File: src/rtl/shift_result_buffer.sv
// Result FIFO behind the 4-bit right-shift stage: ready/valid capture, head presentation, zero flag, occupancy.
// Optional push statistics (stat_total, stat_zero) are built when SHIFT_RESULT_STATS_EN is defined.
module shift_result_buffer #(
   parameter int WIDTH = 4,
   parameter int DEPTH = 4,
   parameter int CNT_W = 3
) (
   input  logic             clk,
   input  logic             rst,
   input  logic             clear,
   input  logic [WIDTH-1:0] in_data,
   input  logic             in_valid,
   output logic             in_ready,
   output logic [WIDTH-1:0] out_data,
   output logic             out_valid,
   input  logic             out_ready,
   output logic             out_zero,
   output logic [CNT_W-1:0] count
`ifdef SHIFT_RESULT_STATS_EN
   ,
   output logic [15:0]      stat_total,
   output logic [15:0]      stat_zero
`endif
);

   localparam int PTR_W = $clog2(DEPTH);
   localparam logic [CNT_W-1:0] FULL = CNT_W'(DEPTH);

   logic [WIDTH-1:0] mem [DEPTH];
   logic [PTR_W-1:0] wr_ptr;
   logic [PTR_W-1:0] rd_ptr;
   logic             push;
   logic             pop;

   // Ready and valid come only from the registered count, so a stalled
   // consumer never creates a combinational path back to the shift stage.
   assign in_ready  = (count != FULL);
   assign out_valid = (count != '0);
   assign push      = in_valid && in_ready;
   assign pop       = out_valid && out_ready;

   // Head is forced to zero while empty so reset/clear present a clean 0.
   assign out_data  = out_valid ? mem[rd_ptr] : '0;
   assign out_zero  = out_valid && (out_data == '0);

   always_ff @(posedge clk) begin
      if (rst || clear) begin
         wr_ptr <= '0;
         rd_ptr <= '0;
         count  <= '0;
      end else begin
         if (push) begin
            wr_ptr <= wr_ptr + 1'b1;
         end
         if (pop) begin
            rd_ptr <= rd_ptr + 1'b1;
         end
         if (push && !pop) begin
            count <= count + 1'b1;
         end else if (pop && !push) begin
            count <= count - 1'b1;
         end
      end
   end

   // Storage is not reset; entries become visible only through count.
   always_ff @(posedge clk) begin
      if (!rst && !clear && push) begin
         mem[wr_ptr] <= in_data;
      end
   end

`ifdef SHIFT_RESULT_STATS_EN
   always_ff @(posedge clk) begin
      if (rst || clear) begin
         stat_total <= '0;
         stat_zero  <= '0;
      end else if (push) begin
         if (stat_total != 16'hFFFF) begin
            stat_total <= stat_total + 16'd1;
         end
         if ((in_data == '0) && (stat_zero != 16'hFFFF)) begin
            stat_zero <= stat_zero + 16'd1;
         end
      end
   end
`endif

`ifndef SYNTHESIS
   always_ff @(posedge clk) begin
      if (!rst) begin
         assert (count <= FULL);
      end
   end
`endif

endmodule

File: config.mk
export PLATFORM = sky130hd
export DESIGN_NAME = shift_result_buffer
export DESIGN_NICKNAME = d
export VERILOG_FILES = /design/src/rtl/shift_result_buffer.sv
export SDC_FILE = /design/constraint.sdc
export NUM_CORES = 1
export LEC_CHECK = 0
export CAP_MARGIN = 25
export CORE_MARGIN = 5
export CORE_UTILIZATION = 50
export DETAILED_ROUTE_END_ITERATION = 16
export PLACE_DENSITY = 0.8
export SYNTH_ARGS = -nofsm -noshare
export SYNTH_HDL_FRONTEND = slang
export SYNTH_SLANG_ARGS = --single-unit
File: constraint.sdc
create_clock -name clk -period 2.85 [get_ports clk]
set_clock_uncertainty 0.2 [all_clocks]
set_input_delay 0.285 -clock clk [delete_from_list [all_inputs] [get_ports clk]]
set_output_delay 0.285 -clock clk [all_outputs]
set_load 0.01 [all_outputs]
==> results of run 1 <==
-- cell type report --
cell class,count,area [um^2]
clock buffers,4,26.28
well taps,27,33.78
fillers,149,681.9
inverters,6,22.52
repair buffers,18,178.9
multi-input cells,46,394.1
flip-flops and latches,25,664.4
-- worst max-delay path by stage --
stage,start,endpoint
4_1_cts,flop,out_zero
3_5_place_dp,in_valid,count[2]$_SDFFE_PP0P_
3_3_place_gp,flop,out_zero
2_1_floorplan,count[0]$_SDFFE_PP0P_,count[2]$_SDFFE_PP0P_
5_1_grt,flop,out_zero
6_report,flop,out_zero
-- worst min-delay path, cell delays in order (launching register included) --
cell and delay (ps):
dfxtp_1 370, o21ai_0 80, a21oi_1 60
-- metal layers --
| layer | GRT usage (%) | up-vias |
|---|---|---|
| li1 | - | 330 |
| met1 | 13.51 | 315 |
| met3 | 2.982 | 4 |
| met4 | 6.102 | 0 |
| met5 | 0 | - |
| met2 | 19.64 | 14 |
-- registers in the layout, indices dropped and copies added, names as in the netlist, named ones only --
register / cells
count: 3
wr_ptr: 2
mem: 16
rd_ptr: 2
-- stage by stage --
step / instance area [um^2] / total power, W / util [%] / instances
3_3_place_gp: 1291 / 0.0005424 / 64.50 / 122
3_5_place_dp: 1291 / 0.0005466 / 64.50 / 122
2_1_floorplan: 1081 / 0.0004838 / - / 78
4_1_cts: 1320 / 0.0006911 / 65.94 / 126
6_report: 1320 / 0.0006882 / 65.94 / 126
5_1_grt: 1320 / 0.0007228 / 65.94 / 126
-- cell usage in the layout, fill, tap and decap left out, types with 2 or more instances in the layout --
cell type | synthesis | routed
ha_1 | 5 | 5
o21ai_0 | 3 | 3
dfxtp_1 | 9 | 8
edfxtp_1 | 16 | 16
a21oi_1 | 3 | 3
clkbuf_4 | 0 | 3
inv_1 | 6 | 6
xor2_1 | 4 | 4
nand3_1 | 2 | 2
nor2b_1 | 4 | 4
mux4_2 | 2 | 2
nor2_1 | 8 | 8
mux4_1 | 2 | 2
and3_1 | 4 | 4
clkdlybuf4s50_1 | 0 | 17
-- cell families (layout without fill, tap and decap cells) --
family	count (synthesis)	after routing	synth area share [%]
AO/OA/AOI/OAI	8	8	4.282
buffers and inverters	7	28	2.430
XOR/XNOR	4	4	3.240
adder cells (fa/ha/maj)	6	6	7.639
flip-flops	25	25	61.11
AND/OR/NAND/NOR	23	23	11.34
multiplexers	5	5	9.953
-- power by group --
group / switching (W) / internal, W
registers: 0.0000130 / 0.000395
logic: 0.0000592 / 0.0000710
clock network: 0.0000959 / 0.0000546
total: 0.000168 / 0.000520
==> results.cfg, run 1 <==
[run_status]
run_status = complete, no violations

[synth]
ys_warn_count = 0
syn_inst = 78
postSynth.topFlopCell = edfxtp_1
synth.area.top_cells = edfxtp_1 (44%), dfxtp_1 (17%), ha_1 (5.8%)
postSynth.asyncResetShare_pct = 0
top_cell_type_s_share_of_synthesized_area_pct = 44.44
synth_edf_count = 16
yosys-top-cells-count = edfxtp_1 (16), dfxtp_1 (9), nor2_1 (8), inv_1 (6), ha_1 (5)
postSynthRegisterBits = 25
count_leader_synth = edfxtp_1
synth.net_count = 93
seq_area_frac_synth_pct = 61.11
synth.cell_area_um2 = 1081
distinct_cell_type_count_of_the_synthesized_netlist = 23
synthesis.area_per_instance_um2 = 13.86
synth_top_area_cell = edfxtp_1

[drt]
wl_met1_um = 703
viasPerCell = 5.262
drt-wirelength-per-cell_um = 13.51
drtPass1Iterations = 4
routed.top_layer = met4
route.met3.wl_um = 89
dr_wl_met2_um = 879
drtAntennaViolNets = 0
final_routed_wirelength_across_all_metal_layers_um = 1702
detailedRoute.firstIterationViolations = 7
post-route-drc-count = 0
vias = 663

[cts]
worstSkewPairLatency_ps = 310
post_cts.resized_instances = 3
cts_num_sinks = 25
max-clock-path-buffers = 2
cts_hold_buf = 0
clockRootBuffer = clkbuf_4
path_clk_slew_ps = 130
htree_num_levels = 1
tritoncts = built
buffers_inserted_by_post_cts_timing_repair = 0
tritoncts.num_buffers = 3

[final_layout]
share_of_final_layout_standard_cells_stronger_than_drive_strength_1_pct = 7.071
finish.net_count = 115
area_delta_synth_final_pct = 22.11
ant_diodes = 0

[floorplan]
core.rowCount = 16
die_area_um2 = 3192
die_w_um = 56.50
fp.dieH_um = 56.50
initial_cell_density_of_the_core_pct = 54.00
core_um2 = 2002
pin_count = 19

[min_path]
hold_class = reg -> reg
min_from = wr_ptr[0]$_SDFFE_PP0P_
hold_path_end = wr_ptr[0]$_SDFFE_PP0P_
worst_hold_path.num_cells = 2

[critical_path]
top_family_by_delay_on_critical_path = simple AND/OR/NAND/NOR gates
rr_worst_depth = 8
worst_path_maximum_fanout = 4
path_class = reg -> out
reg2reg_to = count[2]$_SDFFE_PP0P_
rrSetupSlack_ps = 430
start_kind = flop
crit_path_end_kind = output pin
critical_path_depth = 4
cp.buffers_inverters = 1
timing.critical_path.arrival_ps = 2100
cpMaxStageDelayCell = mux4_1
cp_data_required_time_ps = 2370
crit-reg2reg-launch = count[0]$_SDFFE_PP0P_
crit_path_max_incr_delay_ps = 560
path_cells = mux4_1, or4_1, nor2_1, dlygate4sd2_1

[sta]
drv_slew = 0
setup_tns_ps = 0
maxSlewHeadroom_pct = 61.42
fmax_mhz = 387.2
fin_ws_ps = 267.2
rsz_0062_raised_after_global_routing = false
final.hold.worst_slack_ps = 340.2
worst_pin_slew_ps = 574.3
fin_crit_sh_pct = 90.62
finalCriticalPeriod_ps = 2583
setup_viol_count_final = 0
timing_hold_violations_final = 0

[placed_design]
routabilityCongestion = 0.6875
dpl.hpwl_um = 1333
dpl_worst_slack_ps = 222.6
port_buffers = 18

[power]
power-per-cell-area_nw_per_um2 = 521.4
p_leak_nw = 0.4879
worst_ir_drop_vdd_mv = 0.2661

[global_route]
globalRoute.totalOverflow = 0
grt_first_pass_wirelength_um = 2822
grt_start_max_net_pins = 14
global_route.usage.total_pct = 11.67
first_global_vias = 650
initial_antenna_violation_count = 0

[flow_run]
drv_cap = 0
No activity file was read; power rests on OpenSTA's default activity.
==> run 2: changes to the inputs <==
--- a/config.mk
+++ b/config.mk
@@ -6,7 +6,7 @@
 export NUM_CORES = 1
 export LEC_CHECK = 0
 export CAP_MARGIN = 25
-export CORE_MARGIN = 5
+export CORE_MARGIN = 1
 export CORE_UTILIZATION = 50
 export DETAILED_ROUTE_END_ITERATION = 16
 export PLACE_DENSITY = 0.8
==> results.cfg, run 2 (same netlist as run 1, synthesis figures left out) <==
[run_status]
run_status = complete, no violations

[final_layout]
top_regs = mem (16), count (3)
fillerInstances = 165
fin_util_pct = 65.94
layout_commonest_cell = clkdlybuf4s50_1
finish.net_count = 115
finish.instance_area_um2 = 1320
area_delta_synth_final_pct = 22.11
largest_register_ffs = 16
registers.top_by_ff_count = mem
share_of_final_layout_standard_cells_stronger_than_drive_strength_1_pct = 7.071
layout.cells.most_common_list = clkdlybuf4s50_1 (17), edfxtp_1 (16), nor2_1 (8), dfxtp_1 (8), inv_1 (6)
ant_diodes = 0

[cts]
tritoncts.num_buffers = 3
htree_num_levels = 1
max-clock-path-buffers = 2
tritoncts = built
cts_num_sinks = 25
path_clk_slew_ps = 120
worstSkewPairLatency_ps = 300
cts_hold_buf = 0
buffers_inserted_by_post_cts_timing_repair = 0
clockRootBuffer = clkbuf_4

[critical_path]
start_kind = flop
worst_path_maximum_fanout = 4
crit-reg2reg-launch = count[0]$_SDFFE_PP0P_
reg2reg_to = count[2]$_SDFFE_PP0P_
crit_path_end_kind = output pin
cp_data_required_time_ps = 2370
timing.critical_path.arrival_ps = 2090
path_class = reg -> out
rr_worst_depth = 7
rrSetupSlack_ps = 430

[global_route]
global_route.usage.total_pct = 17.18
grt_first_pass_wirelength_um = 2925
first_global_vias = 670
globalRoute.totalOverflow = 0
grt_start_max_net_pins = 14
initial_antenna_violation_count = 0

[power]
share_comb_of_total_power_pct = 18.9
share_seq_of_total_power_pct = 59.3
internal-power_w = 0.0005202
power-per-cell-area_nw_per_um2 = 520.2
clock_network_fraction_of_design_power_pct = 21.7
worst_ir_drop_vdd_mv = 0.3459
switching_power_w = 0.0001665
power.switching_fraction_pct = 24.25
p_leak_nw = 0.4879

[min_path]
hold_class = reg -> reg
min_from = wr_ptr[0]$_SDFFE_PP0P_
hold_path_end = wr_ptr[0]$_SDFFE_PP0P_
worst_hold_path.num_cells = 2

[sta]
final.hold.worst_slack_ps = 350.2
finalCriticalPeriod_ps = 2575
fmax_mhz = 388.3
setup_viol_count_final = 0
worst_pin_slew_ps = 563.3
setup_tns_ps = 0
timing_hold_violations_final = 0
maxSlewHeadroom_pct = 62.16
fin_crit_sh_pct = 90.36
drv_slew = 0
rsz_0062_raised_after_global_routing = false

[floorplan]
core_um2 = 2002
core.rowCount = 16
die_area_um2 = 2352
die_w_um = 48.50
initial_cell_density_of_the_core_pct = 54.00
pin_count = 19
fp.dieH_um = 48.50

[placed_design]
port_buffers = 18
routabilityCongestion = 0.7179
dpl.hpwl_um = 1348
detailed_place.area_um2 = 1291

[flow_run]
drv_cap = 0

[drt]
drtPass1Iterations = 3
post-route-drc-count = 0
detailedRoute.firstIterationViolations = 9
final_routed_wirelength_across_all_metal_layers_um = 1713
viasPerCell = 5.175
vias = 652
drtAntennaViolNets = 0
drt-wirelength-per-cell_um = 13.60
-- run 2: per-layer routing --
metal | track usage (%) | part of all wire [%] | up-vias
li1 | - | - | 329
met1 | 20.17 | 44 | 308
met2 | 30.28 | 52 | 13
met3 | 3.774 | 3.3 | 2
met4 | 7.353 | 0.76 | 0
met5 | 0 | 0 | -
-- run 2: critical path: stages, from the launching register on --
cell           delay (ps)
dfxtp_4               400
mux4_2                510
or4_1                 530
nor2_1                 90
dlygate4sd2_1         270
-- run 2: cell type report --
type	count	area (um^2)	share of cell area [%]
Clock buffer	4	26.28	1.991
Inverter	6	22.52	1.706
Multi-Input combinational cell	46	394.1	29.86
Sequential cell	25	664.4	50.33
Tap cell	27	33.78	2.559
Timing Repair Buffer	18	178.9	13.55
-- run 2: how the worst max path moves through the flow --
| stage | from | endpoint | slack, ps | depth (start not counted) |
|---|---|---|---|---|
| floorplan | count[0]$_SDFFE_PP0P_ | count[2]$_SDFFE_PP0P_ | 620 | 8 |
| global route | flop | out_zero | 140 | 4 |
| finish | flop | out_zero | 270 | 4 |
| CTS | flop | out_zero | 240 | 4 |
| detailed placement | in_valid | count[2]$_SDFFE_PP0P_ | 230 | 9 |
| global placement | flop | out_zero | 280 | 4 |
-- run 2: repair_timing --
| item | 4_1_cts | 5_1_grt |
|---|---|---|
| endpoints found under the hold margin | 0 | 0 |
| setup endpoints to repair | 1 | 0 |
| gates resized for setup | 3 | 0 |
-- run 2: power groups by stage --
| stage | clock (W) | sequential (W) | combinational, W |
|---|---|---|---|
| 2_1_floorplan | 0 | 0.000415 | 0.0000683 |
| 3_3_place_gp | 0 | 0.000415 | 0.000126 |
| 3_5_place_dp | 0 | 0.000416 | 0.000130 |
| 4_1_cts | 0.000154 | 0.000408 | 0.000132 |
| 5_1_grt | 0.000166 | 0.000410 | 0.000145 |
| 6_report | 0.000149 | 0.000407 | 0.000130 |
-- run 2: stage by stage --
| stage | setup WS (ps) | power, W | cells |
|---|---|---|---|
| after floorplan | 616.9 | 0.0004838 | 78 |
| after global placement | 277.6 | 0.0005411 | 122 |
| after detailed placement | 226.5 | 0.0005466 | 122 |
| after CTS | 241.1 | 0.0006934 | 126 |
| after global routing | 142.0 | 0.0007201 | 126 |
| final | 274.8 | 0.0006866 | 126 |
